[src/rtl/mmio_data_memory.sv]
// Memory-mapped data subsystem: word RAM plus GPIO_CH GPIO channels behind one decoder,
// with a one-cycle registered read port, edge-capture interrupts and pad drivers.
module mmio_data_memory #(
  parameter int DATA_W    = 32,
  parameter int DEPTH     = 32,
  parameter int GPIO_CH   = 2,
  parameter int IO_W      = 32,
  parameter int GPIO_BASE = 32
) (
  input  logic                      Clk,
  input  logic                      Reset,
  input  logic [31:0]               i_A,
  input  logic                      i_WE,
  input  logic                      i_RE,
  input  logic [DATA_W-1:0]         i_D,
  output logic [DATA_W-1:0]         o_D,
  output logic                      o_Valid,
  output logic                      o_Err,
  input  logic [GPIO_CH*IO_W-1:0]   i_Pin,
  output logic [GPIO_CH*IO_W-1:0]   o_Pin,
  output logic [GPIO_CH*IO_W-1:0]   o_PinOE,
  output logic                      o_Irq
);
  localparam int          AW      = (DEPTH > 1) ? $clog2(DEPTH) : 1;
  localparam logic [32:0] RAM_END = 33'(DEPTH);
  localparam logic [32:0] GPIO_LO = 33'(GPIO_BASE);
  localparam logic [32:0] IE_ADDR = 33'(GPIO_BASE) + 33'(4 * GPIO_CH);

  // Decode in 33 bits so the upper bound of the GPIO window can never wrap.
  logic [32:0] addr_ext;
  logic        ram_hit, gpio_hit, ie_hit, mapped;
  logic        wr_en, rd_en;
  logic [31:0] gpio_off;

  assign addr_ext = {1'b0, i_A};
  assign ram_hit  = addr_ext < RAM_END;
  assign gpio_hit = (addr_ext >= GPIO_LO) && (addr_ext < IE_ADDR);
  assign ie_hit   = addr_ext == IE_ADDR;
  assign mapped   = ram_hit | gpio_hit | ie_hit;
  assign gpio_off = i_A - GPIO_LO[31:0];
  assign wr_en    = i_WE;
  assign rd_en    = i_RE & ~i_WE;

  logic [DATA_W-1:0] ram_reg [DEPTH];

  always_ff @(posedge Clk or posedge Reset) begin
    if (Reset) begin
      for (int i = 0; i < DEPTH; i++) ram_reg[i] <= '0;
    end else if (wr_en && ram_hit) begin
      ram_reg[i_A[AW-1:0]] <= i_D;
    end
  end

  logic [GPIO_CH-1:0][IO_W-1:0] dir_all, out_all, in_all, isr_all;
  logic [GPIO_CH-1:0]           ie_reg, ch_irq;

  always_ff @(posedge Clk or posedge Reset) begin
    if (Reset)                ie_reg <= '0;
    else if (wr_en && ie_hit) ie_reg <= i_D[GPIO_CH-1:0];
  end

  generate
    for (genvar gi = 0; gi < GPIO_CH; gi++) begin : g_ch
      logic [IO_W-1:0] dir_reg, out_reg, isr_reg, s1_reg, s2_reg, h_reg;
      logic [IO_W-1:0] rise, isr_clr;
      logic            sel;

      assign sel     = gpio_hit && (gpio_off[31:2] == 30'(gi));
      assign rise    = s2_reg & ~h_reg & ~dir_reg;
      assign isr_clr = (wr_en && sel && gpio_off[1:0] == 2'd3) ? i_D[IO_W-1:0] : '0;

      always_ff @(posedge Clk or posedge Reset) begin
        if (Reset) begin
          dir_reg <= '0;
          out_reg <= '0;
          isr_reg <= '0;
          s1_reg  <= '0;
          s2_reg  <= '0;
          h_reg   <= '0;
        end else begin
          s1_reg  <= i_Pin[gi*IO_W +: IO_W];
          s2_reg  <= s1_reg;
          h_reg   <= s2_reg;
          // A fresh edge wins over a simultaneous write-one-to-clear.
          isr_reg <= (isr_reg & ~isr_clr) | rise;
          if (wr_en && sel && gpio_off[1:0] == 2'd0) dir_reg <= i_D[IO_W-1:0];
          if (wr_en && sel && gpio_off[1:0] == 2'd1) out_reg <= i_D[IO_W-1:0];
        end
      end

      assign dir_all[gi] = dir_reg;
      assign out_all[gi] = out_reg;
      assign in_all[gi]  = s2_reg;
      assign isr_all[gi] = isr_reg;
      assign ch_irq[gi]  = ie_reg[gi] & (|isr_reg);
      assign o_Pin[gi*IO_W +: IO_W]   = out_reg;
      assign o_PinOE[gi*IO_W +: IO_W] = dir_reg;
    end
  endgenerate

  logic [DATA_W-1:0] rd_data;

  always_comb begin
    rd_data = '0;
    if (ram_hit) begin
      rd_data = ram_reg[i_A[AW-1:0]];
    end else if (ie_hit) begin
      rd_data[GPIO_CH-1:0] = ie_reg;
    end else if (gpio_hit) begin
      for (int c = 0; c < GPIO_CH; c++) begin
        if (gpio_off[31:2] == 30'(c)) begin
          case (gpio_off[1:0])
            2'd0:    rd_data[IO_W-1:0] = dir_all[c];
            2'd1:    rd_data[IO_W-1:0] = out_all[c];
            2'd2:    rd_data[IO_W-1:0] = in_all[c];
            default: rd_data[IO_W-1:0] = isr_all[c];
          endcase
        end
      end
    end
  end

  always_ff @(posedge Clk or posedge Reset) begin
    if (Reset) begin
      o_D     <= '0;
      o_Valid <= 1'b0;
      o_Err   <= 1'b0;
      o_Irq   <= 1'b0;
    end else begin
      o_Valid <= rd_en;
      o_Err   <= (i_WE | i_RE) & ~mapped;
      o_Irq   <= |ch_irq;
      if (rd_en) o_D <= rd_data;
    end
  end
endmodule

[config.mk]
export PLATFORM = sky130hd
export DESIGN_NAME = mmio_data_memory
export DESIGN_NICKNAME = d
export VERILOG_FILES = /design/src/rtl/mmio_data_memory.sv
export SDC_FILE = /design/constraint.sdc
export NUM_CORES = 2
export LEC_CHECK = 0
export ABC_CLOCK_PERIOD_IN_PS = 133000
export CAP_MARGIN = 0
export CELL_PAD_IN_SITES_DETAIL_PLACEMENT = 0
export CELL_PAD_IN_SITES_GLOBAL_PLACEMENT = 1
export CORE_ASPECT_RATIO = 1.75
export CORE_MARGIN = 10
export CORE_UTILIZATION = 33
export CTS_CLUSTER_DIAMETER = 100
export DETAILED_ROUTE_END_ITERATION = 8
export PLACE_DENSITY = 0.53
export SLEW_MARGIN = 0
export SYNTH_ARGS = -nofsm -noshare
export SYNTH_HDL_FRONTEND = slang
export SYNTH_SLANG_ARGS = --single-unit
[constraint.sdc]
create_clock -name Clk -period 133 [get_ports Clk]
set_input_delay 26.6 -clock Clk [delete_from_list [all_inputs] [get_ports Clk]]
set_output_delay 26.6 -clock Clk [all_outputs]
set_load 0.02 [all_outputs]
Yosys cells after proc, flatten, opt, wreduce, memory -nomap -nowiden
Cells that the tools add are included.
W data, S select, Z words.
{ "classes": {"n_addsub": 1, "magnitude_cmp": 5, "n_eq_ne": 5, "n_mux": 16, "bitwise_logic": 24, "n_reduce_logical": 19} }
{ "op_table": {"columns": ["cell", "count"], "rows": [
  ["$bwmux W1024", 1],
  ["$mux W32", 9],
  ["$and A32 B32 Y32", 6],
  ["$not A32 Y32", 6],
  ["$pmux W32 S3", 2],
  ["$bmux W32 S5", 1],
  ["$demux W32 S5", 1],
  ["$lt A32 B6 Y1 const B", 2],
  ["$or A32 B32 Y32", 2],
  ["$reduce_or A32 Y1", 2],
  ["$eq A32 B6 Y1 const B", 1],
  ["$ge A32 B6 Y1 const B", 1],
  ["$sub A32 B6 Y32 const B", 1],
  ["$eq A30 B1 Y1 const B", 1],
  ["$logic_not A30 Y1", 1],
  ["$mux W30", 1],
  ["$logic_and A1 B1 Y1", 14],
  ["$ge A6 B6 Y1 const B", 1],
  ["$lt A6 B1 Y1 const B", 1],
  ["$not A5 Y6", 1],
  ["$and A1 B1 Y1", 4],
  ["$eq A2 B2 Y1 const B", 2],
  ["$or A1 B1 Y1", 3],
  ["$eq A2 B1 Y1 const B", 1],
  ["4 further kinds", 5]
]} }
{ "totals": {"regBits": 1445, "input_bits": 132, "out_inout_bits": 163, "wordCells": 119} }

Logic depth before layout (Yosys ltp)
{ "depth": {"ltp_word": 9, "depth_mapped": 11, "depth_no_buf": 8} }

Worst setup path after synthesis
OpenSTA, ideal clock, no wires.
{ "synth_path": {"path_kind": "input port to flip-flop", "startpoint": "input port i_A[22]", "endpoint": "register ram_reg[0] (netlist bit)", "arrival_time_ns": 28.903, "path_slack_ns": 103.973, "cell_stages": 8, "cell_sequence": "or4_1 -> nor4_2 -> nand3_1 -> or2_0 -> buf_2 -> nor2_2 -> buf_2 -> mux2_2"} }
{ "synth_via": {"elab_chain_len": 2} }
{ "synth_rtl": {"columns": ["element", "line", "text"], "rows": [
  ["start, declared", "12", "input logic [31:0] i_A,"],
  ["$lt A32 B6 Y1", "36", "assign ram_hit = addr_ext < RAM_END;"],
  ["$logic_and A1 B1 Y1", "49", "end else if (wr_en && ram_hit) begin"],
  ["end signal, assigned by index", "50", "ram_reg[i_A[AW-1:0]] <= i_D;"],
  ["end, declared", "44", "logic [DATA_W-1:0] ram_reg [DEPTH];"]
]} }
Every way passes these cells.
A chain may end at the register's enable or synchronous reset.

==> flow_summary.ini <==
[cells_and_area]
fin_nets = 4721
largest_reg_flops = 1024
layout_common_cells = dfrtp_1, mux2_2, mux2i_1
n_fill_cell = 17800
final_area_um2 = 73100
areaGrowthSynthToFinish_pct = 16.8
drive_gt1_share_pct = 31.2
final_common_cell = dfrtp_1

[pwr]
irDropWorstVdd_uv = 8.46
p_per_area_nw_per_um2 = 12.5
power_mw = 0.914
power.leakage_nw = 34.4

[timing]
tightestPinTransition_ps = 1190
tns_ps = 0
fin_crit_sh_pct = 23.4
fin_crit_ps = 31090
fmax_mhz = 32.2
slew_viol_final = 0
finalHoldViolations = 0
finalSetupViolations = 0
fin_worst_skew_ps = 57.6
rsz0062_at_grt = no
setup_slack_ps = 101910
slew_headroom_pct = 20.3

[setup_path]
endpoint_kind = async pin
crit_type = in2async
cp_max_fo = 113
worstPathArrival_ps = 31850
critPathSlowestCell = buf_4
crit_required_ps = 133770
crit_chain = clkdlybuf4s50_1 > inv_8 > buf_4 > buf_4 > buf_4 > buf_4 > buf_4
crit_top_cell = buf_4
critPathMaxStageDelay_ps = 830
setup.worst_path.start_class = input pin

[synth]
syn_inst = 4421
ys_seq_elements = 1445
synth-edff-count = 0
yosys.area.top_type = dfrtp_1
synth_cell_types = 62
synth_seq_area_share_pct = 57.8
synth_top_area_share_pct = 57.8
ys.flop_type = dfrtp_1
synthArstFlopShare_pct = 100
synth_area_leaders = dfrtp_1, mux2_2, mux2i_1, mux2_1, mux4_2
synth.cell_area_um2 = 62600
syn_avg_cell_area_um2 = 14.2
yosysWarnings = 0
synth_nets = 4555

[die]
die_area_um2 = 208000
start_util_pct = 33.2
die_y_um = 596
die_w_um = 349
ios = 295
core_um2 = 189000
rows = 211

[grt]
grt_overflow_total = 0
grtUsageTotal_pct = 20.6
first_global_vias = 41800
antenna_found_initial = 4
grt_pass1_wl_um = 315000
grt_max_degree = 174

[routing]
wl_per_cell_um = 30.5
via_count = 38700
antenna_left = 0
post_drt_via_cell_ratio = 5.42
wl_um = 218000
drt_first_iter_violations = 2342
drtPass1Iterations = 5
drc = 0

[clock_tree]
cts_resized = 0
cts_hold_buf = 0
cts.clk_slew.worst_paths_ps = 60
cts_sinks = 1445
clock_path_buffers = 4
post-cts-setup-buffer-count = 0
cts-htree-levels = 4
numCtsBuffers = 155
cts_tree = yes
clock_latency_ps = 810
root_buffer = clkbuf_16

[place]
place_area_um2 = 68200
hpwl_um = 130000
io_buffers = 294
post-place-ws_ps = 100860
place_congestion = 0.749

[worst_hold_path]
hp-class = reg2reg

[run]
maxCapViolations = 0

[run_status]
status = complete, no violations
-- power by group --
part           internal (mW)  switching [mW]
Clock                  0.247           0.182
Combinational         0.0120          0.0290
Sequential             0.443         0.00146
Total                  0.702           0.213
-- final timing paths --
kind	from	end	slack, ps	cells after the start
min	g_ch[1].s1_reg[30]	g_ch[1].s2_reg[30]	330	0
max	Reset	g_ch[1].out_reg[4]	101910	7
max reg2reg	g_ch[1].isr_reg[30]	o_Irq	130150	4
max in group Clk	i_A[1]	o_D[11]	102030	11
min in group asynchronous	Reset	g_ch[0].s1_reg[15]	26330	2
min reg2reg	g_ch[1].s1_reg[30]	g_ch[1].s2_reg[30]	330	0
-- kinds of logic (layout without fill, tap and decap cells) --
logic type                 Yosys count  after routing  synth area share (%)
AOI/OAI and AO/OA                  359            359                  3.95
xor gates and xnor gates             1              1                0.0140
adders and majority gates            2              2                0.0400
buffers and inverters              414            688                  2.82
DFF                               1445           1445                  57.8
muxes                             1727           1727                  31.4
other                                0              3                     0
and+or+nand+nor                    473            473                  4.01
-- layout make-up --
cell class	instances	area [um2]	area share, %
antenna	3	7.51	0.0103
clock buffer	233	4580	6.26
clock inverter	32	313	0.428
inverter	6	30.0	0.0411
multi-input combinational	2562	25000	34.2
sequential	1445	36200	49.5
tap	2449	3060	4.19
timing repair buffer	417	3940	5.38
-- per-stage QoR --
stage               cells  utilization [%]  hold WS, ps
floorplan            4421                -          331
global placement     6879             36.1          333
detailed placement   6879             36.1          335
CTS                  7144             38.7          337
global route         7145             38.7          343
finish               7147             38.7          328
-- layer usage --
layer,global-route usage (%),part of all wire (%)
met1,25.0,41
met2,38.0,53
met3,2.72,3.4
met4,5.52,2.7
met5,0,0
-- critical path: cells and delay by family --
kind / cells / cell delay (ps)
buf+inv: 7 / 4840
-- cell usage after synthesis, types with 5 or more instances --
library cell  instances
clkbuf_1            250
or4_1                 7
nand4_1               8
nor2_2               11
nand4bb_1             5
buf_1                45
nor2_1               97
dfrtp_1            1445
mux2_1              182
nor4_1               81
and3_1                6
inv_1                 5
buf_4                28
a22o_1               64
nand2_1              43
o21ai_0               5
mux2i_1             497
mux2_2              976
nand2b_1              5
buf_2                85
o22ai_1             240
or4b_2                5
nand3_1             169
nor3_1                6
mux4_2               72
a22oi_1              28
Note: power is estimated with default switching activity, not from simulation.
